[src/rtl/seqdet_pkg.sv]
// seqdet_pkg: shared constants and helpers for the parametrised sequence detector
package seqdet_pkg;
  localparam int DEF_MAX_LEN = 8;
  localparam int DEF_CNT_W = 8;
  function automatic int lenw(input int max_len);
    return $clog2(max_len) + 1;
  endfunction
  function automatic logic [63:0] pat_mask(input int leff);
    return (leff >= 64) ? '1 : (64'(1) << leff) - 64'(1);
  endfunction
endpackage

[src/rtl/seqdet_sat_counter.sv]
// seqdet_sat_counter: saturating up-counter with synchronous clear
//   clk: clock, clr: synchronous clear (wins over inc), inc: count enable
//   count: current value, holds at all-ones
module seqdet_sat_counter #(
  parameter int W = 8
) (
  input  logic         clk,
  input  logic         clr,
  input  logic         inc,
  output logic [W-1:0] count
);
  always_ff @(posedge clk)
    if (clr) count <= '0;
    else if (inc && count != '1) count <= count + 1'b1;
endmodule

[src/rtl/seq_detector_param.sv]
// seq_detector_param: runtime-configurable serial bit-pattern detector
//   clk/rst: rising-edge clock, synchronous active-high reset
//   cfg_load/cfg_pattern/cfg_len/cfg_overlap: configuration captured on cfg_load
//   in_valid/in_bit: qualified serial input
//   match: registered one-cycle hit pulse, fill: bits eligible for the next match
//   match_count: saturating hit count, built only when SEQDET_COUNT_EN is defined (else 0)
module seq_detector_param
  import seqdet_pkg::*;
#(
  parameter int MAX_LEN = DEF_MAX_LEN,
  parameter int CNT_W = DEF_CNT_W,
  parameter int LEN_W = lenw(MAX_LEN)
) (
  input  logic               clk,
  input  logic               rst,
  input  logic               cfg_load,
  input  logic [MAX_LEN-1:0] cfg_pattern,
  input  logic [LEN_W-1:0]   cfg_len,
  input  logic               cfg_overlap,
  input  logic               in_valid,
  input  logic               in_bit,
  output logic               match,
  output logic [CNT_W-1:0]   match_count,
  output logic [LEN_W-1:0]   fill
);
  logic [MAX_LEN-1:0] pat;
  logic [LEN_W-1:0] len;
  logic ovl;
  // the oldest history bit is shifted out before it can ever be compared, so only MAX_LEN-1 bits are kept
  logic [MAX_LEN-2:0] hist;
  logic [MAX_LEN-1:0] new_hist, mask;
  logic [LEN_W-1:0] leff, fill_nxt;
  logic accept, hit;
  assign leff = (len > LEN_W'(MAX_LEN)) ? LEN_W'(MAX_LEN) : len;
  assign mask = MAX_LEN'(pat_mask(int'(leff)));
  assign new_hist = {hist, in_bit};
  assign accept = in_valid && !cfg_load;
  assign hit = accept && leff != '0 && (fill + LEN_W'(1)) >= leff && ((new_hist ^ pat) & mask) == '0;
  assign fill_nxt = (hit && !ovl) ? '0 : (fill == LEN_W'(MAX_LEN)) ? fill : fill + LEN_W'(1);
  always_ff @(posedge clk)
    if (rst) begin
      pat <= '0;
      len <= '0;
      ovl <= 1'b0;
      hist <= '0;
      fill <= '0;
      match <= 1'b0;
    end else if (cfg_load) begin
      pat <= cfg_pattern;
      len <= cfg_len;
      ovl <= cfg_overlap;
      hist <= '0;
      fill <= '0;
      match <= 1'b0;
    end else begin
      match <= hit;
      if (in_valid) begin
        hist <= new_hist[MAX_LEN-2:0];
        fill <= fill_nxt;
      end
    end
`ifdef SEQDET_COUNT_EN
  seqdet_sat_counter #(.W(CNT_W)) u_cnt (
    .clk(clk),
    .clr(rst),
    .inc(hit),
    .count(match_count)
  );
`else
  assign match_count = '0;
`endif
endmodule

[config.mk]
export PLATFORM = sky130hd
export DESIGN_NAME = seq_detector_param
export DESIGN_NICKNAME = d
export VERILOG_FILES = /design/src/rtl/seqdet_pkg.sv /design/src/rtl/seqdet_sat_counter.sv /design/src/rtl/seq_detector_param.sv
export SDC_FILE = /design/constraint.sdc
export NUM_CORES = 1
export LEC_CHECK = 0
export ABC_AREA = 1
export BUFFER_PORTS_ARGS = -buffer_cell sky130_fd_sc_hd__clkbuf_2
export CAP_MARGIN = 10
export CORE_MARGIN = 2
export CORE_UTILIZATION = 53
export DETAILED_ROUTE_END_ITERATION = 16
export PLACE_DENSITY = 0.78
export SLEW_MARGIN = 0
export SYNTH_ARGS = -nofsm -noshare
export SYNTH_HDL_FRONTEND = slang
export SYNTH_SLANG_ARGS = --single-unit
[constraint.sdc]
create_clock -name clk -period 3 [get_ports clk]
set_clock_uncertainty 0.15 [all_clocks]
set_input_delay 0.3 -clock clk [delete_from_list [all_inputs] [get_ports clk]]
set_output_delay 0.3 -clock clk [all_outputs]
set_load 0.01 [all_outputs]
==> results of run 1 <==
## worst min-delay path, cell delays in order
cell      delay (ns)
clkbuf_2        0.08
nor2_1          0.04
nor2_1          0.08
## kinds of logic (layout without fill, tap and decap cells)
group                    count (synthesis)  in the layout  share of synthesized area
buffers and inverters                   39             53                      0.128
XOR/XNOR                                 5              5                     0.0318
flip-flops                              25             25                      0.364
AND/OR/NAND/NOR                         71             71                      0.231
other                                    1              8                    0.00272
AO/OA/AOI/OAI                           48             48                      0.179
adder cells (fa/ha/maj)                  7              7                     0.0636
## sequential cells by signal, indices dropped and copies added (netlist names)
name and flops:
len 4, ovl 1, hist 7, fill 4, pat 8, match 1
## where the power goes
part | internal [mW] | switching, mW
Combinational | 0.0500 | 0.0776
Clock | 0.0511 | 0.106
Sequential | 0.350 | 0.0137
Total | 0.451 | 0.197
## per-stage QoR
| step | hold WS, ns | total power [mW] | cell area, um^2 |
|---|---|---|---|
| 2_1_floorplan | 0.285 | 0.471 | 1400 |
| 3_3_place_gp | 0.312 | 0.496 | 1480 |
| 3_5_place_dp | 0.315 | 0.499 | 1480 |
| 4_1_cts | 0.0363 | 0.650 | 1510 |
| 5_1_grt | 0.0563 | 0.683 | 1510 |
| 6_report | 0.0362 | 0.648 | 1510 |
## how the worst max path moves through the flow
stage                               from                    to  slack, ns  cells past startpoint
floorplan           fill[0]$_SDFFE_PP0P_  fill[0]$_SDFFE_PP0P_       0.79                     14
global placement    fill[0]$_SDFFE_PP0P_  fill[2]$_SDFFE_PP0P_       0.76                     14
detailed placement  fill[0]$_SDFFE_PP0P_  fill[0]$_SDFFE_PP0P_       0.66                     14
CTS                 fill[0]$_SDFFE_PP0P_  fill[1]$_SDFFE_PP0P_       0.63                     14
global route        fill[0]$_SDFFE_PP0P_  fill[2]$_SDFFE_PP0P_       0.40                     14
finish              fill[0]$_SDFFE_PP0P_  fill[0]$_SDFFE_PP0P_       0.63                     14
## cells in the mapped netlist, types with 2 or more instances
cell type and n:
buf_4 8, a21oi_1 23, xor2_1 3, nor2_2 2
nor2_1 18, nand2_1 28, xnor2_1 2, dfxtp_1 25
clkbuf_1 4, o21ai_0 21, ha_1 7, nand3_1 16
inv_2 3, inv_1 24, nand4_1 2
## layer usage
metal	vias up	wire length, um	global-route usage
met5	-	0	0
met4	0	47	0.0894
met3	5	109	0.0296
met2	29	1170	0.373
met1	528	1280	0.257
li1	671	-	-
## area by class of cell
| cell class | instances | share of cell area |
|---|---|---|
| Clock buffer | 3 | 0.0150 |
| Clock inverter | 1 | 0.00499 |
| Inverter | 27 | 0.0673 |
| Multi-Input combinational cell | 139 | 0.482 |
| Sequential cell | 25 | 0.333 |
| Tap cell | 30 | 0.0249 |
| Timing Repair Buffer | 22 | 0.0732 |
==> metrics.md, run 1 <==
| Metric | Value |
|---|---|
| Outcome | `finished, final reports clean` |
| Hold endpoint | `pat[6]$_SDFFE_PP0P_` |
| RSZ-0062 raised after global routing | `false` |
| Worst slack, placed | `0.658 ns` |
| Clock sinks | `25` |
| Final Core Density | `0.608` |
| Remaining DRCs | `0` |
| Final RePlAce weighted congestion | `between 0.8 and 0.9` |
| Most frequent cells in the layout | `nand2_1 (28), dfxtp_1 (25), inv_1 (24)` |
| Non-filler cells, final | `247` |
| Seq cells post-synth | `25` |
| Crit path top cell by count | `nand3_1` |
| Number of global-route vias before repair | `~1.2k` |
| Setup bufs post-CTS | `0` |
| Reg2reg setup slack | `about 0.63 ns` |
| 1st-pass router iterations | `4` |
| Post-synth EDFFs | `0` |
| Area contributors post-synth | `dfxtp_1 (36%), a21oi_1 (8.4%), nand2_1 (7.6%)` |
| H-tree levels | `1` |
| Fin. max-slew vios | `0` |
| Post-CTS Hold Fix Bufs | `0` |
| Worst endpoint data arrival time | `around 2.5 ns` |
| Initial Utilization | `0.556` |
| Syn Std Cell Area | `1380 um^2` |
| Crit path max-delay family | `simple AND/OR/NAND/NOR gates` |
| ANT nets after route | `0` |
| # rows | `18` |
| Cells after synthesis | `around 200` |
| CP Class | `flop to flop` |
| Die Span Y | `approximately 55 um` |
| Top_reg_cell synth | `dfxtp_1` |
| Clk buf depth | `2` |
| Die area | `~3000 um^2` |
| Final setup TNS | `0 ns` |
| Placed Cells | `243` |
| Final Cycle Share | `0.789` |
| Critical Path Start Type | `flop` |
| Worst path max stage delay | `~0.45 ns` |
| Multi-input logic area | `726 um^2` |
| Max cap viols | `0` |
| Syn avg cell area | `around 7.0 um^2` |
| Worst setup EP type | `flop` |
| WL/cell | `between 10 and 15 um` |
| F_max | `between 400 and 500 MHz` |
| Yosys warnings | `0` |
| I/O pin count | `31` |
| Final #Nets | `~240` |
| CTS Buf Count | `3` |
| GRT Residual Overflow | `0` |
| Layout overhead on the synthesized area | `9.36%` |
| Static Leak | `just over 0.7 nW` |
| Largest net degree at the start of global routing | `24` |
| Cell Chain, Critical Path | `inv_1 -> ha_1 -> ha_1 -> inv_1 -> o21bai_1 -> nand3_1 -> nand3_1 -> nand3_1 -> nor2_2 -> nand3_2 -> nand2_4 -> nand3_1 -> nand2_1 -> nor2_1` |
| PD cells | `approximately 430 nW/um^2` |
| Hpwl dp | `2.10 mm` |
| Area leader, netlist | `dfxtp_1` |
| Post-cts sizing count | `0` |
| Routed wire length | `about 2.6 mm` |
| Port Buffers | `22` |
| Worst-path fanout max | `7` |
| Core ar. | `~2500 um^2` |
| Clock tree from TritonCTS | `done` |
| Clock Tree Root | `clkbuf_4` |
| Fillers | `257` |
| Worst Hold Class | `input pin to flop` |
| Yosys top cell area share | `0.364` |
| Min-delay src | `cfg_pattern[6]` |
| Final worst path period need | `2.37 ns` |
| CP Buf/Inv Count | `2` |
| WP data required | `3.09 ns` |
| Relative max-transition margin | `0.620` |
| Total GRT Usage | `0.212` |
| Post-synth cell types | `25` |
| Via/cell ratio | `4.99` |
| Reg2Reg Launch Point | `fill[0]$_SDFFE_PP0P_` |
| Global-route wire length before repair | `approximately 4.6 mm` |
| Worst slew pin tran | `between 0.5 and 0.6 ns` |
| Final setup violation count | `0` |
| Clk slew on worst S/H paths | `between 0.1 and 0.15 ns` |
| Register area share after synthesis | `0.364` |
| Endpoints failing hold | `0` |
| Worst vdd ir | `around 310 uV` |
| Slowest stage cell, crit path | `dfxtp_1` |
| ANT cells | `0` |
| Most common cell after layout, fill and taps aside | `nand2_1` |
| Worst setup margin | `roughly 0.63 ns` |
| Detailed Route Iter0 Violations | `14` |
| R2R Path End | `fill[0]$_SDFFE_PP0P_` |
| Hold depth | `3` |
| Worst R2R Path Depth | `14` |
| Die Wd | `around 55 um` |
| Initial antenna violation count | `0` |
| Area occupied by registers | `between 500 and 600 um^2` |
| Layout cells sized above 1 | `0.152` |
| Post-synth ARST share | `0` |
| Worst-Skew Late Latency | `0.33 ns` |
| Vias | `between 1k and 1.5k` |
No activity file was read; power rests on OpenSTA's default activity.
==> inputs of run 2 (changes only) <==
--- a/config.mk
+++ b/config.mk
@@ -9,9 +9,9 @@
 export BUFFER_PORTS_ARGS = -buffer_cell sky130_fd_sc_hd__clkbuf_2
 export CAP_MARGIN = 10
 export CORE_MARGIN = 2
-export CORE_UTILIZATION = 53
+export CORE_UTILIZATION = 48
 export DETAILED_ROUTE_END_ITERATION = 16
-export PLACE_DENSITY = 0.78
+export PLACE_DENSITY = 0.75
 export SLEW_MARGIN = 0
 export SYNTH_ARGS = -nofsm -noshare
 export SYNTH_HDL_FRONTEND = slang
==> constraint.sdc (replaced) <==
create_clock -name clk -period 2.1 [get_ports clk]
set_clock_uncertainty 0.15 [all_clocks]
set_input_delay 0.21 -clock clk [delete_from_list [all_inputs] [get_ports clk]]
set_output_delay 0.21 -clock clk [all_outputs]
set_load 0.01 [all_outputs]
==> run 2 against run 1 <==
The run now ends with negative setup slack left. Worst hold slack worse by 0.017 ns. Total power is 46% higher. Non-clock buffer count is 15 higher. Critical path type unchanged.
==> metrics.md, run 2 (synthesized netlist as in run 1, its figures left out) <==
| Metric | Value |
|---|---|
| Worst-path fanout max | `7` |
| Clock sinks | `25` |
| Final setup TNS | `-0.0486 ns` |
| Slowest stage cell, crit path | `dfxtp_4` |
| Clk slew on worst S/H paths | `~0.13 ns` |
| Critical Path Start Type | `flop` |
| Worst-Skew Late Latency | `slightly above 0.3 ns` |
| Clk buf depth | `2` |
| WP data required | `approximately 2.2 ns` |
| Largest net degree at the start of global routing | `24` |
| Worst endpoint data arrival time | `between 2 and 2.5 ns` |
| ANT cells | `0` |
| Die Span Y | `57.5 um` |
| GRT Residual Overflow | `0` |
| WL/cell | `about 11 um` |
| 1st-pass router iterations | `4` |
| Worst setup margin | `-0.0199 ns` |
| ANT nets after route | `0` |
| Violated checks | `negative setup slack` |
| Final Cycle Share | `1.01` |
| DP Area | `roughly 1600 um^2` |
| Relative max-transition margin | `0.584` |
| Final Core Density | `0.619` |
| Outcome | `finished with violations` |
| Static Leak | `0.803 nW` |
| H-tree levels | `1` |
| Final RePlAce weighted congestion | `~0.83` |
| Worst Hold Class | `input pin to flop` |
| Remaining DRCs | `0` |
| Clock Tree Root | `clkbuf_4` |
| Worst setup EP type | `flop` |
| F_max | `472 MHz` |
| Clock tree from TritonCTS | `done` |
| Port Buffers | `22` |
| Via/cell ratio | `a little under 5` |
| Worst path max stage delay | `0.39 ns` |
| Final setup violation count | `3` |
| Initial Utilization | `0.503` |
| Most common cell after layout, fill and taps aside | `nand2_1` |
| Worst vdd ir | `approximately 490 uV` |
| Worst slew pin tran | `between 0.6 and 0.7 ns` |
| Largest registers | `pat x8, hist x7` |
| Fin. max-slew vios | `0` |
| CTS Buf Count | `3` |
| Global-route wire length before repair | `4.99 mm` |
| Cell Chain, Critical Path | `inv_2 -> ha_4 -> ha_4 -> inv_2 -> o21bai_1 -> nand3_1 -> nand3_1 -> nand3_1 -> nor2_2 -> nand3_2 -> nand2_4 -> nand3_2 -> nand2_1 -> nor2_1` |
| Routed wire length | `2.81 mm` |
| CP Class | `flop to flop` |
| Max cap viols | `0` |
| Die Wd | `57.5 um` |
| Max FFs per register | `8` |
| Initial antenna violation count | `0` |
| Total GRT Usage | `0.187` |
| Number of global-route vias before repair | `1231` |
| Final Cell Area | `1690 um^2` |
| Hpwl dp | `roughly 2.2 mm` |
| I/O pin count | `31` |
| Final #Nets | `about 260` |
| # rows | `19` |
| Core ar. | `~2700 um^2` |
| Crit path top cell by count | `nand3_1` |
| Die area | `between 3000 and 4000 um^2` |
| Total power | `~950 uW` |
| PD cells | `~560 nW/um^2` |
| Layout cells sized above 1 | `0.254` |
| Placed Cells | `between 200 and 300` |
| Reg with most FFs | `pat` |
| Non-filler cells, final | `~260` |
| Endpoints failing hold | `0` |
| Vias | `approximately 1.3k` |
| Detailed Route Iter0 Violations | `17` |
| Most frequent cells in the layout | `nand2_1 (28), a21oi_1 (23), clkbuf_2 (22)` |
| Final worst path period need | `about 2.1 ns` |
| Layout overhead on the synthesized area | `22.9%` |
| RSZ-0062 raised after global routing | `true` |
run 2: cell type report:
cell class | count | area (um^2)
fill | 253 | 1040
inverter | 27 | 101
tap | 31 | 38.8
timing repair buffer | 37 | 233
sequential | 25 | 510
clock buffer | 4 | 26.3
multi-input combinational | 139 | 782
run 2: where the power goes:
part           internal, mW  leakage, nW  switching, mW  total [mW]
Clock                0.0741       0.0150          0.129       0.203
Combinational        0.0997        0.580          0.125       0.225
Sequential            0.499        0.208         0.0206       0.520
Total                 0.673        0.803          0.275       0.948
run 2: final timing paths:
path | start | to | slack [ns] | cells after the start
worst max-delay path | fill[1]$_SDFFE_PP0P_ | fill[1]$_SDFFE_PP0P_ | -0.02 | 14
worst min-delay path | cfg_pattern[7] | pat[7]$_SDFFE_PP0P_ | 0.02 | 3
worst max register to register | fill[1]$_SDFFE_PP0P_ | fill[1]$_SDFFE_PP0P_ | -0.02 | 14
worst min register to register | pat[1]$_SDFFE_PP0P_ | pat[1]$_SDFFE_PP0P_ | 0.33 | 2
run 2: through the flow:
stage / hold slack (ns) / worst slack [ns]
after floorplan: 0.195 / 0.0342
after global placement: 0.285 / -0.0179
after detailed placement: 0.291 / -0.0679
after CTS: 0.0148 / -0.0213
after global routing: 0.0295 / -0.210
final: 0.0190 / -0.0199
run 2: what timing repair did:
action / CTS / global route
hold buffers: 4 / 0
resized for setup: 7 / 1
setup endpoints to repair: 4 / 4
buffers inserted: 1 / 0
endpoints found under the hold margin: 4 / 0
pin swaps: 7 / 0
run 2: critical path, delay by kind of cell (launching register included):
kind	cells	cell delay (ns)
buffers and inverters	2	0.08
AO/OA/AOI/OAI	1	0.12
AND/OR/NAND/NOR	9	0.78
adder cells (fa/ha/maj)	2	0.50
flip-flops	1	0.39
run 2: per-layer routing:
metal,GRT usage,wire [um],share of wire
met5,0,0,0
met4,0.0465,0,0
met3,0.0295,100,0.036
met2,0.331,1380,0.49
met1,0.237,1320,0.47
==> inputs of run 3 (changes only) <==
--- a/config.mk
+++ b/config.mk
@@ -12,6 +12,7 @@
 export CORE_UTILIZATION = 48
 export DETAILED_ROUTE_END_ITERATION = 16
 export PLACE_DENSITY = 0.75
+export SETUP_SLACK_MARGIN = 0.05
 export SLEW_MARGIN = 0
 export SYNTH_ARGS = -nofsm -noshare
 export SYNTH_HDL_FRONTEND = slang
==> run 3 against run 2 <==
The run still ends with negative setup slack left. Combinational power grew 5%. Register-to-register slack is essentially flat. Critical path depth is the same. Critical endpoint is now fill[0]$_SDFFE_PP0P_. Largest power group unchanged.
==> metrics.md, run 3 (synthesized netlist as in run 1, its figures left out) <==
| Metric | Value |
|---|---|
| Outcome | `finished with violations` |
| Violated checks | `negative setup slack` |
| Final worst path period need | `2.12 ns` |
| Final RePlAce weighted congestion | `~0.83` |
| Die Wd | `roughly 58 um` |
| Max cap viols | `0` |
| Worst vdd ir | `between 400 and 500 uV` |
| Int Power | `about 700 uW` |
| WL/cell | `11.2 um` |
| Reg with most FFs | `pat` |
| CP Buf/Inv Count | `2` |
| Core ar. | `2730 um^2` |
| Most common cell after layout, fill and taps aside | `nand2_1` |
| Sequential share of power | `0.531` |
| Most frequent cells in the layout | `nand2_1 (28), a21oi_1 (23), clkbuf_2 (22)` |
| Worst path max stage delay | `0.39 ns` |
| # rows | `19` |
| Largest net degree at the start of global routing | `24` |
| Worst setup EP type | `flop` |
| Slowest stage cell, crit path | `dfxtp_4` |
| Setup bufs post-CTS | `0` |
| Hpwl dp | `between 2 and 2.5 mm` |
| Clock sinks | `25` |
| Clock share of power | `0.228` |
| Area occupied by registers | `slightly above 500 um^2` |
| Crit path max-delay family | `simple AND/OR/NAND/NOR gates` |
| Final #Nets | `approximately 260` |
| Fillers | `approximately 250` |
| WP data required | `roughly 2.2 ns` |
| Die Span Y | `between 50 and 60 um` |
| Layout cells sized above 1 | `0.283` |
| Relative max-transition margin | `0.594` |
| F_max | `~470 MHz` |
| Total power | `982 uW` |
| 1st-pass router iterations | `4` |
| H-tree levels | `1` |
| Multi-input logic area | `a little over 800 um^2` |
| Max FFs per register | `8` |
| RSZ-0062 raised after global routing | `true` |
| Worst Hold Class | `input pin to flop` |
| I/O pin count | `31` |
| Cell Chain, Critical Path | `inv_2 -> ha_4 -> ha_4 -> inv_2 -> o21bai_1 -> nand3_1 -> nand3_1 -> nand3_2 -> nor2_4 -> nand3_4 -> nand2_4 -> nand3_2 -> nand2_1 -> nor2_1` |
| Endpoints failing hold | `0` |
| Total GRT Usage | `0.188` |
| Gate power share | `0.241` |
| Number of global-route vias before repair | `between 1k and 1.5k` |
| Clock tree from TritonCTS | `done` |
| Global-route wire length before repair | `4.92 mm` |
| Worst-Skew Late Latency | `~0.32 ns` |
| CP Class | `flop to flop` |
| Die area | `3310 um^2` |
| Critical Path Start Type | `flop` |
| Port Buffers | `22` |
| Worst endpoint data arrival time | `between 2 and 2.5 ns` |
| Largest registers | `pat x8, hist x7` |
| Layout overhead on the synthesized area | `25.9%` |
| Clk buf depth | `2` |
| Via/cell ratio | `approximately 5` |
| Final setup violation count | `4` |
| ANT nets after route | `0` |
| Routed wire length | `2.95 mm` |
| Detailed Route Iter0 Violations | `47` |
| Initial Utilization | `0.503` |
| Fin. max-slew vios | `0` |
| NetSw | `302 uW` |
| Vias | `1316` |
| Clk slew on worst S/H paths | `about 0.14 ns` |
| Final Cycle Share | `1.01` |
| Switching share of total power | `0.307` |
| ANT cells | `0` |
| CTS Buf Count | `3` |
| Remaining DRCs | `0` |
| Final Core Density | `0.634` |
| Worst slew pin tran | `approximately 0.61 ns` |
| Static Leak | `0.805 nW` |
| PD cells | `~570 nW/um^2` |
| Worst-path fanout max | `7` |
| Clock Tree Root | `clkbuf_4` |
| Worst setup margin | `-0.0207 ns` |
| Worst slack, placed | `-0.0747 ns` |
| GRT Residual Overflow | `0` |
| Initial antenna violation count | `0` |
==> run 3: cell count changes in the layout (fill, tap and decap cells not counted), sizes merged <==
cell  before  now
buf       11   12
==> run 3: power by group through the flow <==
stage / Sequential (mW) / Combinational [mW] / Clock (mW)
after floorplan: 0.527 / 0.155 / 0
after global placement: 0.528 / 0.215 / 0
after detailed placement: 0.529 / 0.219 / 0
after CTS: 0.520 / 0.227 / 0.227
after global routing: 0.525 / 0.269 / 0.244
final: 0.521 / 0.237 / 0.224
==> run 3: final cells by class <==
cell class / instances / area share
Timing Repair Buffer: 38 / 0.139
Multi-Input combinational cell: 139 / 0.468
Inverter: 27 / 0.0599
Tap cell: 31 / 0.0224
Clock buffer: 4 / 0.0152
Sequential cell: 25 / 0.296
==> run 3: timing repair <==
item | 4_1_cts | 5_1_grt
endpoints found under the setup margin | 4 | 4
gates resized for setup | 7 | 9
pin swaps | 5 | 6
hold buffers | 4 | 0
endpoints found under the hold margin | 4 | 0
==> run 3: final timing paths <==
path / from / endpoint / slack (ns) / cells past startpoint
worst min register to register: pat[1]$_SDFFE_PP0P_ / pat[1]$_SDFFE_PP0P_ / 0.33 / 2
worst max-delay path: fill[1]$_SDFFE_PP0P_ / fill[0]$_SDFFE_PP0P_ / -0.02 / 14
worst max register to register: fill[1]$_SDFFE_PP0P_ / fill[0]$_SDFFE_PP0P_ / -0.02 / 14
worst min-delay path: cfg_pattern[5] / pat[5]$_SDFFE_PP0P_ / 0.005 / 3
==> run 3: through the flow <==
stage | hold slack (ns) | cell area, um^2 | cells | setup TNS (ns)
6_report | 0.00497 | 1730 | 264 | -0.0480
5_1_grt | 0.00988 | 1730 | 264 | -0.699
4_1_cts | 0.00158 | 1710 | 264 | -0.0654
3_5_place_dp | 0.293 | 1620 | 256 | -0.292
3_3_place_gp | 0.281 | 1620 | 256 | -0.0939
2_1_floorplan | 0.195 | 1460 | 203 | 0
==> run 3: metal layers <==
metal / share of wire / wire [um] / up-vias / GRT usage
met1: 0.43 / 1280 / 581 / 0.210
met5: 0 / 0 / - / 0
li1: - / - / 699 / -
met3: 0.050 / 147 / 4 / 0.0272
met4: 0.0095 / 28 / 0 / 0.0498
met2: 0.51 / 1490 / 32 / 0.365
==> run 3: worst min-delay path: stages <==
cell and delay [ns]:
clkbuf_2 0.07, o21ai_0 0.07, a21oi_1 0.10
